**config.mk**
```make
export PLATFORM = sky130hd
export DESIGN_NAME = contador_ctrl
export DESIGN_NICKNAME = d
export VERILOG_FILES = /design/src/rtl/contador_ctrl.sv
export SDC_FILE = /design/constraint.sdc
export NUM_CORES = 1
export LEC_CHECK = 0
export CAP_MARGIN = 20
export CORE_ASPECT_RATIO = 1.2
export CORE_MARGIN = 3
export CORE_UTILIZATION = 25
export DETAILED_ROUTE_END_ITERATION = 12
export PLACE_DENSITY_LB_ADDON = 0.15
export SLEW_MARGIN = 20
export SYNTH_ARGS = -nofsm -noshare
export SYNTH_HDL_FRONTEND = slang
export SYNTH_SLANG_ARGS = --single-unit
```
**constraint.sdc**
```tcl
create_clock -name clk -period 2.5 [get_ports clk]
set_input_delay 0.5 -clock clk [delete_from_list [all_inputs] [get_ports clk]]
set_output_delay 0.5 -clock clk [all_outputs]
set_load 0.01 [all_outputs]
```
**src/rtl/contador_ctrl.sv**
```systemverilog
// contador_ctrl: start/stop/pause controlled 4-bit up/down run counter.
// The counter runs from 0 (up) or F (down) until it reaches the limit
// latched at start. It then gives a one-cycle DONE and returns to IDLE.
// Optional macro CONTADOR_CTRL_PINGPONG_EN: when the count reaches the
// limit, it turns around and runs back to its initial value before DONE.
//
// state | meaning
// IDLE  | waiting for start, count holds last value
// RUN   | counting one step per cycle toward the terminal value
// HOLD  | paused, count frozen until pause drops or stop
// DONE  | one-cycle completion pulse, then back to IDLE

module contador_ctrl (
    input  logic       clk,
    input  logic       reset,
    input  logic       start,
    input  logic       stop,
    input  logic       pause,
    input  logic       dir_in,
    input  logic [3:0] limit,
    output logic [3:0] count,
    output logic [1:0] state,
    output logic       busy,
    output logic       done
);

    typedef enum logic [1:0] {
        IDLE = 2'b00,
        RUN  = 2'b01,
        HOLD = 2'b10,
        DONE = 2'b11
    } state_t;

    state_t     state_q, state_d;
    logic [3:0] count_d;
    logic       dir_q, dir_d;
    logic [3:0] lim_q, lim_d;
    logic [3:0] init_val;
    logic [3:0] step_val;
    logic [3:0] back_val;
    logic       at_end;
    logic       turn;

    assign init_val = dir_q ? 4'hF : 4'h0;
    // back_val steps against dir_q and is used only at the turnaround edge.
    assign back_val = count + (dir_q ? 4'h1 : 4'hF);

`ifdef CONTADOR_CTRL_PINGPONG_EN
    logic phase_q, phase_d;

    // On the return leg, phase inverts the effective direction.
    assign step_val = count + ((dir_q ^ phase_q) ? 4'hF : 4'h1);
    assign turn     = !phase_q && (count == lim_q) && (lim_q != init_val);
    assign at_end   = phase_q ? (count == init_val)
                              : ((count == lim_q) && (lim_q == init_val));

    // The phase register records whether the run is on its return leg.
    always_ff @(posedge clk or negedge reset) begin
        if (!reset) phase_q <= 1'b0;
        else        phase_q <= phase_d;
    end
`else
    assign step_val = count + (dir_q ? 4'hF : 4'h1);
    assign turn     = 1'b0;
    assign at_end   = (count == lim_q);
`endif

    // This register holds the state, the count and the run configuration.
    always_ff @(posedge clk or negedge reset) begin
        if (!reset) begin
            state_q <= IDLE;
            count   <= 4'h0;
            dir_q   <= 1'b0;
            lim_q   <= 4'h0;
        end else begin
            state_q <= state_d;
            count   <= count_d;
            dir_q   <= dir_d;
            lim_q   <= lim_d;
        end
    end

    // Next-state and datapath control. In RUN the priority is stop, then the
    // terminal/turnaround check, then pause, then a step.
    always_comb begin
        state_d = state_q;
        count_d = count;
        dir_d   = dir_q;
        lim_d   = lim_q;
`ifdef CONTADOR_CTRL_PINGPONG_EN
        phase_d = phase_q;
`endif
        case (state_q)
            IDLE: begin
`ifdef CONTADOR_CTRL_PINGPONG_EN
                phase_d = 1'b0;
`endif
                if (start) begin
                    state_d = RUN;
                    dir_d   = dir_in;
                    lim_d   = limit;
                    count_d = dir_in ? 4'hF : 4'h0;
                end
            end
            RUN: begin
                if (stop) begin
                    state_d = IDLE;
                end else if (at_end) begin
                    state_d = DONE;
                end else if (turn) begin
                    count_d = back_val;
`ifdef CONTADOR_CTRL_PINGPONG_EN
                    phase_d = 1'b1;
`endif
                end else if (pause) begin
                    state_d = HOLD;
                end else begin
                    count_d = step_val;
                end
            end
            HOLD: begin
                if (stop)        state_d = IDLE;
                else if (!pause) state_d = RUN;
            end
            DONE: begin
                state_d = IDLE;
            end
            default: state_d = IDLE;
        endcase
    end

    assign state = state_q;
    assign busy  = (state_q == RUN) || (state_q == HOLD);
    assign done  = (state_q == DONE);

endmodule

```
==> out/results.txt, run 1 <==
Status: completed
Vias in the first global route: 556
# Max-Cap Violations: 0
Syn Area/Cell: 10.2 um2
Clk slew on worst S/H paths: 0.07 ns
Die height: 64.9 um
Sw frac: 0.418
DR WL/cell: 12.6 um
Clock skew: 0.00161 ns
Unrepaired setup endpoints after global routing: no
Ys async rst share: 1.00
Number of synthesized flops with an enable pin: 0
Setup bufs post-CTS: 0
Gpl congestion: 0.750
Setup TNS: 0 ns
Num Clock Sinks: 11
# placed instances: 120
Clock power frac: 0.097
Setup CP Type: reg -> out
Max Clock Freq: 0.479 GHz
Nets: 109
TritonCTS clock tree: yes
Row cnt: 20
Starting Density: 0.272
Seq/Total Area, Yosys: 0.381
HPWL Detailed: 1.23 mm
Final design utilization: 0.360
Main synth FF type: dfrtp_1
CTS root buf: clkbuf_4
DR vias: 570
Post-CTS sizing: 0
# diodes: 0
Layout cell share with drive strength beyond 1: 0.143
Filler cells: 305
Final Slew Violations: 0
Detailed Routing Iterations Pass 1: 4
WP data required: 2.00 ns
Reg power frac: 0.303
Largest net degree at the start of global routing: 12
Io pins: 18
Slew @ Worst Pin: 0.486 ns
Post-route ant nets: 0
Total CTS buffers: 3
P_sw: 0.000513 W
Pwr per Cell Area: 1290 nW/um2
Crit path time final: 2.09 ns
Final setup fails: 0
Worst Path Arrival: 1.59 ns
Critical Path End Type: output pin
Hold Path Class: reg -> reg
Vias/cell: 4.60
Drt first-iter violations: 9
Max Buffers Root-to-Sink: 2
LEAKAGE: 0.396 nW
Total power: 0.00123 W
Netlist Area Pre-Place: 722 um2
Initial antenna violation count: 0
GRT overflow: 0
Worst slew margin: 0.675
Non-filler cells, final: 124
Global-route wire length before repair: 2.67 mm
Part of the cycle the worst path needs: 0.836
Critical Path Fanout Max: 5
Final WL: 1.56 mm
Clock Latency Late Sink: 0.26 ns
Core ar.: 2650 um2
Logic pwr share: 0.600
Die W: 55.1 um
Layout area overhead: 32.4%
Drc violations: 0
YS warnings: 0
CTS hold repair buffers: 0
Maximum vdd drop: 0.000489 V
GR Util All Layers: 0.107
Cells after Synth: 71
Port bufs: 17
Type of origin of the critical path: flop
Die ar.: 3570 um2
Post-synthesis cell type count: 23
Synthesized flop and latch total: 11
Pint: 0.000716 W
CTS H-tree lvls: 1
Final Hold Viols: 0
Syn_nets: 88
-- area by class of cell --
class | instances | area [um2] | area share
multi-input combinational | 52 | 417 | 0.436
clock buffer | 4 | 26.3 | 0.0275
sequential | 11 | 275 | 0.288
inverter | 7 | 26.3 | 0.0275
timing repair buffer | 17 | 170 | 0.178
tap | 33 | 41.3 | 0.0432
-- cell usage after synthesis, drive strengths merged, types with 3 or more instances --
| master | n | area [um2] |
|---|---|---|
| o21ai | 3 | 15.0 |
| nor2 | 3 | 13.8 |
| nor2b | 4 | 25.0 |
| ha | 6 | 75.1 |
| xnor2 | 6 | 52.6 |
| a21oi | 9 | 56.3 |
| dfrtp | 11 | 275 |
| nor3 | 4 | 20.0 |
| mux2 | 5 | 56.3 |
| nand2 | 3 | 11.3 |
| inv | 7 | 26.3 |
-- cells by family after synthesis --
logic type / count (synthesis) / synth area share
compound gates: 17 / 0.163
xor+xnor: 6 / 0.0728
fa+ha+maj: 7 / 0.132
buf+inv: 8 / 0.0416
flops: 11 / 0.381
mux: 5 / 0.0780
simple gates: 17 / 0.132
-- cells in the final DEF (no fill, tap or decap), drive strengths merged, types with 4 or more instances in the layout --
cell           count
dfrtp             11
ha                 6
nor3               4
mux2               5
clkbuf             4
nor2b              4
clkdlybuf4s50     17
a21oi              9
inv                7
xnor2              6
-- sequential cells by signal (all words and copies together) (netlist names) --
name   flops
lim_q      4
dir_q      1
state      2
count      4
-- metrics by stage --
step           area, um2  setup WS (ns)  hold slack [ns]
3_5_place_dp         930          0.565            0.520
5_1_grt              956          0.313            0.552
3_3_place_gp         930          0.566            0.517
6_report             956          0.411            0.535
2_1_floorplan        722          0.798            0.204
4_1_cts              956          0.392            0.535
-- routing by layer --
metal  track usage  up-vias  share of wire
li1              -      286              -
met1         0.154      261           0.50
met2         0.146       21           0.43
met3        0.0138        2          0.051
met4        0.0638        0          0.017
met5             0        -              0
-- critical path, stage by stage (launching register included) --
cell             delay, ns
dfrtp_1               0.43
inv_1                 0.09
ha_1                  0.28
clkdlybuf4s50_1       0.52
-- worst paths after layout --
check | start | to | slack (ns) | cells past startpoint
min in group asynchronous | reset | lim_q[0]$_DFFE_PN0P_ | 0.56 | 1
hold reg to reg | lim_q[3]$_DFFE_PN0P_ | lim_q[3]$_DFFE_PN0P_ | 0.53 | 1
max in group asynchronous | reset | count[3]$_DFFE_PN0P_ | 1.61 | 1
setup / recovery | state[1]$_DFFE_PN0P_ | busy | 0.41 | 3
setup reg to reg | state[1]$_DFFE_PN0P_ | count[3]$_DFFE_PN0P_ | 0.72 | 7
hold / removal | lim_q[3]$_DFFE_PN0P_ | lim_q[3]$_DFFE_PN0P_ | 0.53 | 1
-- power by group through the flow --
stage	Clock (W)	Combinational (W)	Sequential [W]
after floorplan	0	0.000504	0.000367
after global placement	0	0.000738	0.000376
after detailed placement	0	0.000750	0.000377
after CTS	0.000124	0.000755	0.000374
after global routing	0.000136	0.000859	0.000389
final	0.000120	0.000737	0.000373
(Power assumes the default switching activity.)
==> inputs of run 2 (changes only) <==
clock period = 2.1 ns   (was 2.5 ns; I/O delays follow)
==> run 2 against run 1 <==
Net effect:
- worst setup slack got worse by 0.31 ns
- largest cell class unchanged
- first-iteration DRC count fell by 11%
- hold slack got worse by 0.039 ns
- non-clock buffer count rose by 1
- critical path depth did not move
- die area did not move
- flip-flop and latch count did not move
- global-route usage fell by 0.54 points
- total power rose by 20%
==> out/results.txt, run 2 (same netlist as run 1, synthesis figures left out) <==
WP data required: 1.68 ns
RR Endpoint: count[3]$_DFFE_PN0P_
Total CTS buffers: 3
Max Buffers Root-to-Sink: 2
Max Clock Freq: 0.499 GHz
Clk slew on worst S/H paths: 0.07 ns
Io pins: 18
GR Util All Layers: 0.101
# diodes: 0
HPWL Detailed: 1.23 mm
Reg2Reg Depth: 7
Detailed Routing Iterations Pass 1: 4
Part of the cycle the worst path needs: 0.954
CTS root buf: clkbuf_4
Num Clock Sinks: 11
Pint: 0.000861 W
Final instance area: 963 um2
CTS H-tree lvls: 1
Slew @ Worst Pin: 0.516 ns
CTS hold repair buffers: 0
Filler cells: 300
Final setup fails: 0
Reg power frac: 0.298
# Max-Cap Violations: 0
Critical Path Sink: busy
DR WL/cell: 12.1 um
Drc violations: 0
Type of origin of the critical path: flop
Most frequent cells in the layout: clkdlybuf4s50_1 (17), dfrtp_1 (11), a21oi_1 (8)
Final worst setup slack: 0.0975 ns
Maximum vdd drop: 0.000553 V
P_sw: 0.000611 W
CP startpoint: state[1]$_DFFE_PN0P_
Vias in the first global route: 605
Unrepaired setup endpoints after global routing: no
Logic pwr share: 0.606
Initial antenna violation count: 0
Post-route ant nets: 0
Die height: 64.9 um
Row cnt: 20
Pwr per Cell Area: 1530 nW/um2
Setup bufs post-CTS: 0
Place WS: 0.312 ns
Worst Path Arrival: 1.58 ns
Final design utilization: 0.363
Sw frac: 0.415
Final Hold Viols: 0
Worst slew margin: 0.655
Layout cell share with drive strength beyond 1: 0.152
Setup CP Type: reg -> out
Gpl congestion: 0.746
TritonCTS clock tree: yes
Die ar.: 3570 um2
Die W: 55.1 um
Global-route wire length before repair: 2.54 mm
Reg2reg setup slack: 0.31 ns
Starting Density: 0.272
Clock Latency Late Sink: 0.26 ns
Largest net degree at the start of global routing: 12
Most common cell after layout, fill and taps aside: clkdlybuf4s50_1
R2r startpoint: state[1]$_DFFE_PN0P_
Post-CTS sizing: 0
Hold Path Class: in -> async
Drt first-iter violations: 8
Status: completed
Critical Path End Type: output pin
Final WL: 1.51 mm
Setup TNS: 0 ns
Layout area overhead: 33.4%
Core ar.: 2650 um2
Clock skew: 0.00254 ns
Final Slew Violations: 0
DR vias: 574
Placed instance area: 937 um2
Vias/cell: 4.59
Critical Path Fanout Max: 5
Clock power frac: 0.096
Nets: 110
Crit path time final: 2.00 ns
GRT overflow: 0
Port bufs: 17
LEAKAGE: 0.400 nW
## run 2: changes by cell type in the layout (fill, tap and decap cells not counted), sizes merged
cell,before,now
buf,0,1
## run 2: cell type report
cell class | instances | area, um2 | area share
clock buffer | 4 | 26.3 | 0.0273
inverter | 7 | 26.3 | 0.0273
multi-input combinational | 52 | 417 | 0.432
sequential | 11 | 275 | 0.286
tap | 33 | 41.3 | 0.0429
timing repair buffer | 18 | 178 | 0.184
## run 2: routing by layer
| layer | wire, um | vias up | global-route usage |
|---|---|---|---|
| li1 | - | 286 | - |
| met1 | 696 | 269 | 0.126 |
| met2 | 702 | 17 | 0.146 |
| met3 | 79 | 2 | 0.0184 |
| met4 | 34 | 0 | 0.0821 |
| met5 | 0 | - | 0 |
## run 2: power by group through the flow
stage               clock (W)  sequential (W)  combinational (W)
floorplan                   0        0.000437           0.000599
global placement            0        0.000448           0.000891
detailed placement          0        0.000447           0.000904
CTS                  0.000149        0.000442           0.000909
global route         0.000161        0.000455            0.00102
finish               0.000141        0.000438           0.000893
## run 2: worst max-delay path: stages (launching register included)
cell and delay, ns:
dfrtp_1 0.43, inv_1 0.08, ha_1 0.28, clkdlybuf4s50_1 0.52
## run 2: how the worst min path moves through the flow
stage / end / slack [ns]
4_1_cts: lim_q[3]$_DFFE_PN0P_ / 0.50
3_3_place_gp: lim_q[3]$_DFFE_PN0P_ / 0.52
3_5_place_dp: lim_q[2]$_DFFE_PN0P_ / 0.52
2_1_floorplan: count[0]$_DFFE_PN0P_ / 0.12
5_1_grt: lim_q[3]$_DFFE_PN0P_ / 0.53
6_report: lim_q[3]$_DFFE_PN0P_ / 0.50
## run 2: through the flow
stage | hold WS, ns | instances | power, W
after floorplan | 0.124 | 71 | 0.00104
after global placement | 0.519 | 121 | 0.00134
after detailed placement | 0.524 | 121 | 0.00135
after CTS | 0.502 | 125 | 0.00150
after global routing | 0.532 | 125 | 0.00163
final | 0.495 | 125 | 0.00147
==> inputs of run 3 (changes only) <==
CAP_MARGIN = 10   (was 20)
==> results of run 3 <==
Final layout, timing and power as in run 2 (identical DEF).
